===== src/rtl/button_press_classifier.sv =====
// Classifies debounced button gestures as short, long or double presses.
// While a long press is held it also emits periodic auto-repeat ticks.
module button_press_classifier #(
    parameter int LONG_CYCLES   = 8,
    parameter int GAP_CYCLES    = 5,
    parameter int REPEAT_CYCLES = 4,
    parameter bit REPEAT_EN     = 1'b1,
    parameter int CNT_W         = 8
) (
    input  logic clk,
    input  logic reset,
    input  logic db_level,
    input  logic db_tick,
    output logic short_press,
    output logic long_press,
    output logic double_press,
    output logic repeat_tick,
    output logic busy
);

    typedef enum logic [2:0] {
        IDLE,
        PRESS1,
        WAIT2,
        PRESS2,
        LONG_HELD
    } state_e;

    localparam logic [CNT_W-1:0] LONG_LAST   = CNT_W'(LONG_CYCLES - 1);
    localparam logic [CNT_W-1:0] GAP_LAST    = CNT_W'(GAP_CYCLES - 1);
    localparam logic [CNT_W-1:0] REPEAT_LAST = CNT_W'(REPEAT_CYCLES);
    localparam logic [CNT_W-1:0] CNT_ONE     = CNT_W'(1);

    state_e           state;
    logic [CNT_W-1:0] cnt;

    always_ff @(posedge clk or posedge reset) begin
        if (reset) begin
            state        <= IDLE;
            cnt          <= '0;
            short_press  <= 1'b0;
            long_press   <= 1'b0;
            double_press <= 1'b0;
            repeat_tick  <= 1'b0;
        end else begin
            // NOTE: pulses default low here so every branch below only raises the one it owns.
            short_press  <= 1'b0;
            long_press   <= 1'b0;
            double_press <= 1'b0;
            repeat_tick  <= 1'b0;

            case (state)
                IDLE: begin
                    if (db_tick) begin
                        state <= PRESS1;
                        cnt   <= CNT_ONE;
                    end
                end

                PRESS1: begin
                    if (!db_level) begin
                        state <= WAIT2;
                        cnt   <= CNT_ONE;
                    end else if (cnt == LONG_LAST) begin
                        state      <= LONG_HELD;
                        cnt        <= CNT_ONE;
                        long_press <= 1'b1;
                    end else begin
                        cnt <= cnt + CNT_ONE;
                    end
                end

                WAIT2: begin
                    // A second tick beats the gap timeout when both land together.
                    if (db_tick) begin
                        state        <= PRESS2;
                        double_press <= 1'b1;
                    end else if (cnt == GAP_LAST) begin
                        state       <= IDLE;
                        short_press <= 1'b1;
                    end else begin
                        cnt <= cnt + CNT_ONE;
                    end
                end

                PRESS2: begin
                    if (!db_level) begin
                        state <= IDLE;
                    end
                end

                LONG_HELD: begin
                    if (!db_level) begin
                        state <= IDLE;
                    end else if (cnt == REPEAT_LAST) begin
                        cnt         <= CNT_ONE;
                        repeat_tick <= REPEAT_EN;
                    end else begin
                        cnt <= cnt + CNT_ONE;
                    end
                end

                default: begin
                    state <= IDLE;
                    cnt   <= '0;
                end
            endcase
        end
    end

    assign busy = (state != IDLE);

endmodule


===== config.mk =====
export PLATFORM = sky130hd
export DESIGN_NAME = button_press_classifier
export DESIGN_NICKNAME = d
export VERILOG_FILES = /design/src/rtl/button_press_classifier.sv
export SDC_FILE = /design/constraint.sdc
export NUM_CORES = 1
export LEC_CHECK = 0
export BUFFER_PORTS_ARGS = -buffer_cell sky130_fd_sc_hd__buf_2
export CAP_MARGIN = 0
export CORE_ASPECT_RATIO = 0.8
export CORE_UTILIZATION = 50
export DETAILED_ROUTE_END_ITERATION = 7
export PLACE_DENSITY_LB_ADDON = 0.05
export SLEW_MARGIN = 15
export SYNTH_ARGS = -nofsm -noshare
export SYNTH_HDL_FRONTEND = slang
export SYNTH_SLANG_ARGS = --single-unit
export TNS_END_PERCENT = 100

===== constraint.sdc =====
create_clock -name clk -period 3.8 [get_ports clk]
set_input_delay 0.76 -clock clk [delete_from_list [all_inputs] [get_ports clk]]
set_output_delay 0.76 -clock clk [all_outputs]
set_load 0.01 [all_outputs]

==> results_dict.tcl, run 1 <==
set metrics [dict create \
    finalNetCount 119 \
    slew_headroom_pct 61.7 \
    synth_cell_types 43 \
    wire_per_inst_um 14.1 \
    synth_compound_area_share_pct 26.9 \
    syn_avg_cell_area_sq_um 9.83 \
    power-per-cell-area_mw_per_mm2 521 \
    grt-ovfl-total 0 \
    tightest_slew_ns 0.573 \
    route.detailed.drc 0 \
    rsz0062_at_grt "false" \
    crit_chain "or3_1 -> buf_2" \
    drt_iter0_drc 12 \
    synthToLayoutAreaGrowth_pct 7.54 \
    numCtsBuffers 3 \
    finalCriticalPeriod_ns 2.16 \
    arrival_ns 1.40 \
    worstRegToRegCells 5 \
    io_pins 9 \
    p_total_uw 568 \
    via_per_inst 5.99 \
    final.setup.tns_ns 0 \
    yosys_warnings 0 \
    required_ns 3.04 \
    cap_violations 0 \
    post-place-ws_ns 1.80 \
    globalplace.congestion 0.760 \
    antenna_found_initial 0 \
    hp-class "in2async" \
    cp_max_fo 14 \
    cts_tree "built" \
    synth_fp_nets 109 \
    chipHeight_um 42.2 \
    max_stage_delay_ns 0.55 \
    clk_pin_slew_worst_paths_ns 0.08 \
    ctsResizeCount 0 \
    r2r_slack_ns 1.89 \
    max_freq_mhz 463 \
    coreArea_sq_mm 0.00189 \
    final_cell_mix "dfrtp_1 (15), a21oi_1 (9), buf_2 (8), o21ai_0 (7)" \
    cp-end-kind "output pin" \
    cts-root-buf "clkbuf_4" \
    post-route-util_pct 57.5 \
    setup_viol 0 \
    setup_ws_ns 1.64 \
    die-area_sq_mm 0.00221 \
    routed_wl_um 1920 \
    synth_area_sq_mm 0.00101 \
    synth_top_family_by_area "simple AND/OR/NAND/NOR gates" \
    r2r-end "cnt[3]" \
    final_common_cell "dfrtp_1" \
    crit_family "flip-flops" \
    drtAntennaViolNets 0 \
    synthArstFlopShare_pct 100 \
    yosys.area_share.simple_pct 29.3 \
    cp-start-kind "flop" \
    drv_slew 0 \
    synthXorXnorAreaFrac_pct 0 \
    post_cts_buffers 0 \
    h-tree-depth 1 \
    first_pass_iters 7 \
    clkLatencyLatePin_ns 0.29 \
    crit_path_top_delay_cell "dfrtp_1" \
    timing.critical_path.buf_inv 1 \
    ctsHoldBuffers 0 \
    drive_above_1_share_pct 25.9 \
    ir_worst_vdd_v 0.000345 \
    grt_max_degree 16 \
    grt_pass1_wl_um 3310 \
    vias 815 \
    grt_pass1_vias 704 \
    fp.dieW_um 52.3 \
    groute.usage.overall_pct 21.0 \
    finalHoldViolCount 0 \
    status "finished, final reports clean" \
    antenna_cells 0 \
    synth-seq-cells 15 \
    dp_hpwl_um 1430 \
    synth-adder-area-share_pct 2.47 \
    period_share_pct 56.9 \
    fin_skew_ns 0.00137 \
    synth_seq_area_share_pct 37.1 \
    crit_type "reg2out" \
    synth-edff-count 0 \
    start_util_pct 53.5 \
    p_leak_uw 0.000509 \
    r2r-start "state[2]" \
    fillCellCount 166 \
    ys.flop_type "dfrtp_1" \
    port-buffer-count 8 \
    netlist_instances 103 \
    cts_max_path_buffers 2 \
    synth.area.mux_share_pct 0 \
    clock_sinks 15 \
    rows 14 \
]
-- synth_stat cells, types with 2 or more instances --
master,count,share of area (%)
dfrtp_1,15,37
a21o_1,3,2.2
and3_1,3,1.9
and3_2,3,2.2
nand3_1,4,2.0
o21ai_0,7,3.5
a21oi_1,9,4.4
o22ai_1,2,1.2
nand2_1,6,2.2
ha_1,2,2.5
inv_1,5,1.9
nor2_1,6,2.2
nor3_1,4,2.0
nand2b_1,2,1.2
o21ai_1,3,1.5
nor4b_1,2,1.7
-- per-stage QoR --
stage / instances / area, sq um / hold slack (ns)
2_1_floorplan: 103 / 1010 / 0.533
3_3_place_gp: 132 / 1060 / 0.577
3_5_place_dp: 132 / 1060 / 0.583
4_1_cts: 136 / 1090 / 0.530
5_1_grt: 136 / 1090 / 0.549
6_report: 136 / 1090 / 0.515
-- registers in the layout, indices dropped and copies added (netlist names) --
signal / count
cnt: 8
double_press: 1
long_press: 1
repeat_tick: 1
short_press: 1
state: 3
-- worst max-delay path by stage --
stage / cells after the start / to / slack, ns / start
after floorplan: 5 / cnt[7] / 2.00 / db_tick
after global placement: 6 / cnt[2] / 1.82 / db_tick
after detailed placement: 6 / cnt[2] / 1.80 / db_tick
after CTS: 2 / busy / 1.64 / state[2]
after global routing: 2 / busy / 1.57 / state[2]
final: 2 / busy / 1.64 / state[2]
-- power breakdown --
| group | leakage (uW) | switching (uW) | internal [uW] |
|---|---|---|---|
| registers | 0.000202 | 41.7 | 181 |
| clock network | 0.0000150 | 49.7 | 40.9 |
| logic | 0.000292 | 138 | 117 |
| total | 0.000509 | 229 | 338 |
-- layer usage --
layer  wire length [um]  GRT usage (%)
met1                989           31.7
met2                799           27.6
met3                113           7.61
met4                 13           6.32
met5                  0              0
-- cell families (layout without fill, tap and decap cells) --
logic type / count (synthesis) / count (layout)
flip-flops: 15 / 15
buffers and inverters: 9 / 18
AO/OA/AOI/OAI: 34 / 34
adder cells (fa/ha/maj): 2 / 2
AND/OR/NAND/NOR: 43 / 43
-- cell type report --
class,instances,area [sq um],area share (%)
clock buffer,4,26.3,2.41
sequential,15,375,34.5
tap,24,30.0,2.76
inverter,6,22.5,2.07
timing repair buffer,8,40.0,3.68
multi-input combinational,79,594,54.6
No activity file was read; power rests on OpenSTA's default activity.
==> run 2, diff against run 1 <==
ABC_AREA = 1   (was not set)
clock period = 1.93 ns   (was 3.8 ns; I/O delays follow)
==> results_dict.tcl, run 2 <==
set metrics [dict create \
    status "finished, final reports clean" \
    ctsResizeCount 0 \
    cp-end-kind "flop" \
    required_ns 2.12 \
    coreArea_sq_mm 0.00193 \
    final_cell_mix "nand2_1 (48), nand3_1 (17), inv_1 (15), dfrtp_1 (15), nor2_1 (11)" \
    hp-class "in2async" \
    top_regs "cnt (8), state (3)" \
    p_total_uw 1400 \
    crit_cells 8 \
    synthToLayoutAreaGrowth_pct 7.78 \
    largest_reg_flops 8 \
    finalCriticalPeriod_ns 1.61 \
    synth_fp_nets 156 \
    globalplace.congestion 0.882 \
    dp_hpwl_um 1800 \
    via_per_inst 5.21 \
    slew_headroom_pct 61.8 \
    wire_per_inst_um 12.6 \
    max_freq_mhz 620 \
    synth-seq-cells 15 \
    finalNetCount 167 \
    arrival_ns 1.80 \
    p_leak_uw 0.000652 \
    power-per-cell-area_mw_per_mm2 1250 \
    groute.usage.overall_pct 26.6 \
    route.detailed.drc 0 \
    yosys_warnings 0 \
    cts_tree "built" \
    fin_skew_ns 0.00162 \
    yosysTopAreaCell "dfrtp_1" \
    cts_max_path_buffers 2 \
    finalHoldViolCount 0 \
    regMostFlops "cnt" \
    chipHeight_um 42.9 \
    synth_seq_area_share_pct 35.9 \
    crit_top_cell "nor2_1" \
    io_pins 9 \
    crit_chain "ha_1 -> nand3_1 -> nor2_1 -> nor2_1 -> nor2_2 -> nor2_1 -> nand2_1 -> nand2_1" \
    vias 959 \
    antenna_cells 0 \
    crit_type "reg2reg" \
    synth-edff-count 0 \
    grt_max_degree 16 \
    fp.dieW_um 53.1 \
    rows 14 \
    timing.critical_path.buf_inv 0 \
    ys.flop_type "dfrtp_1" \
    post_cts_buffers 0 \
    r2r_slack_ns 0.32 \
    r2r-end "cnt[7]" \
    syn_avg_cell_area_sq_um 6.97 \
    synth_most_common_cell "nand2_1" \
    ctsHoldBuffers 0 \
    numCtsBuffers 3 \
    cts-root-buf "clkbuf_4" \
    period_share_pct 83.6 \
    grt-ovfl-total 0 \
    synth_cell_types 22 \
    clkLatencyLatePin_ns 0.29 \
    synth_common_cells "nand2_1 (48), nand3_1 (17), dfrtp_1 (15), inv_1 (15), nor2_1 (11)" \
    cap_violations 0 \
    post-route-util_pct 58.4 \
    clk_pin_slew_worst_paths_ns 0.09 \
    synthArstFlopShare_pct 100 \
    rsz0062_at_grt "false" \
    grt_pass1_vias 947 \
    cp_max_fo 6 \
    setup_viol 0 \
    drive_above_1_share_pct 21.3 \
    grt_pass1_wl_um 4290 \
    max_stage_delay_ns 0.43 \
    clock_sinks 15 \
    final_common_cell "nand2_1" \
    crit_path_top_delay_cell "dfrtp_1" \
    routed_wl_um 2310 \
    drv_slew 0 \
    tightest_slew_ns 0.573 \
    final.setup.tns_ns 0 \
    antenna_found_initial 0 \
    r2r-start "cnt[0]" \
    first_pass_iters 4 \
    cp-start-kind "flop" \
    ir_worst_vdd_v 0.000826 \
    synth_top_area_share_pct 35.9 \
    netlist_instances 150 \
    port-buffer-count 8 \
    drt_iter0_drc 23 \
    die-area_sq_mm 0.00228 \
    drtAntennaViolNets 0 \
    start_util_pct 54.2 \
    worstRegToRegCells 8 \
    synth_area_sq_mm 0.00104 \
    synthTopCellsByArea "dfrtp_1 (36%), nand2_1 (17%), nand3_1 (8.1%), inv_1 (5.4%), nor2_1 (4.0%)" \
    h-tree-depth 1 \
    crit_family "simple AND/OR/NAND/NOR gates" \
]
==> run 2: through the flow <==
stage,instances,instance area [sq um],setup WS [ns],hold WS (ns)
floorplan,150,1040,0.579,0.287
global placement,180,1100,0.334,0.473
detailed placement,180,1100,0.356,0.485
CTS,184,1130,0.341,0.169
global route,184,1130,0.143,0.207
finish,184,1130,0.316,0.136
==> run 2: power breakdown <==
part,total (uW),internal [uW],switching (uW)
clock network,183,80.5,103
registers,464,376,87.7
logic,755,237,519
total,1400,693,709
==> run 2: worst register-to-register path, stage by stage, from the launching register on <==
cell and delay [ns]:
dfrtp_1 0.43, ha_1 0.30, nand3_1 0.13, nor2_1 0.18
nor2_1 0.10, nor2_2 0.21, nor2_1 0.06, nand2_1 0.05
nand2_1 0.05
==> run 2: cell type report <==
type                       instances  area (sq um)
tap                               24          30.0
inverter                          22          85.1
multi-input combinational        111           569
clock buffer                       4          26.3
sequential                        15           375
timing repair buffer               8          40.0
fill                             185           801
==> run 2: kinds of logic (layout without fill, tap and decap cells) <==
kind of cell,after synthesis,in the layout,synth area share [%]
xor+xnor,2,2,1.68
buf+inv,24,34,9.58
flops,15,15,35.9
compound gates,10,10,5.51
fa+ha+maj,2,2,2.39
simple gates,97,97,44.9
==> run 2: worst max-delay path by stage <==
stage | slack (ns) | from | end
2_1_floorplan | 0.58 | cnt[0] | cnt[3]
3_3_place_gp | 0.33 | cnt[0] | cnt[7]
3_5_place_dp | 0.36 | cnt[0] | cnt[7]
4_1_cts | 0.34 | cnt[0] | cnt[7]
5_1_grt | 0.14 | cnt[0] | cnt[7]
6_report | 0.32 | cnt[0] | cnt[7]
==> run 2: metal layers <==
layer  GRT usage (%)  vias to the layer above  wire (um)
met5               0                        -          0
met4            7.37                        0         33
met3            8.24                        4        151
met2            39.2                       29       1050
met1            37.5                      434       1080
li1                -                      492          -
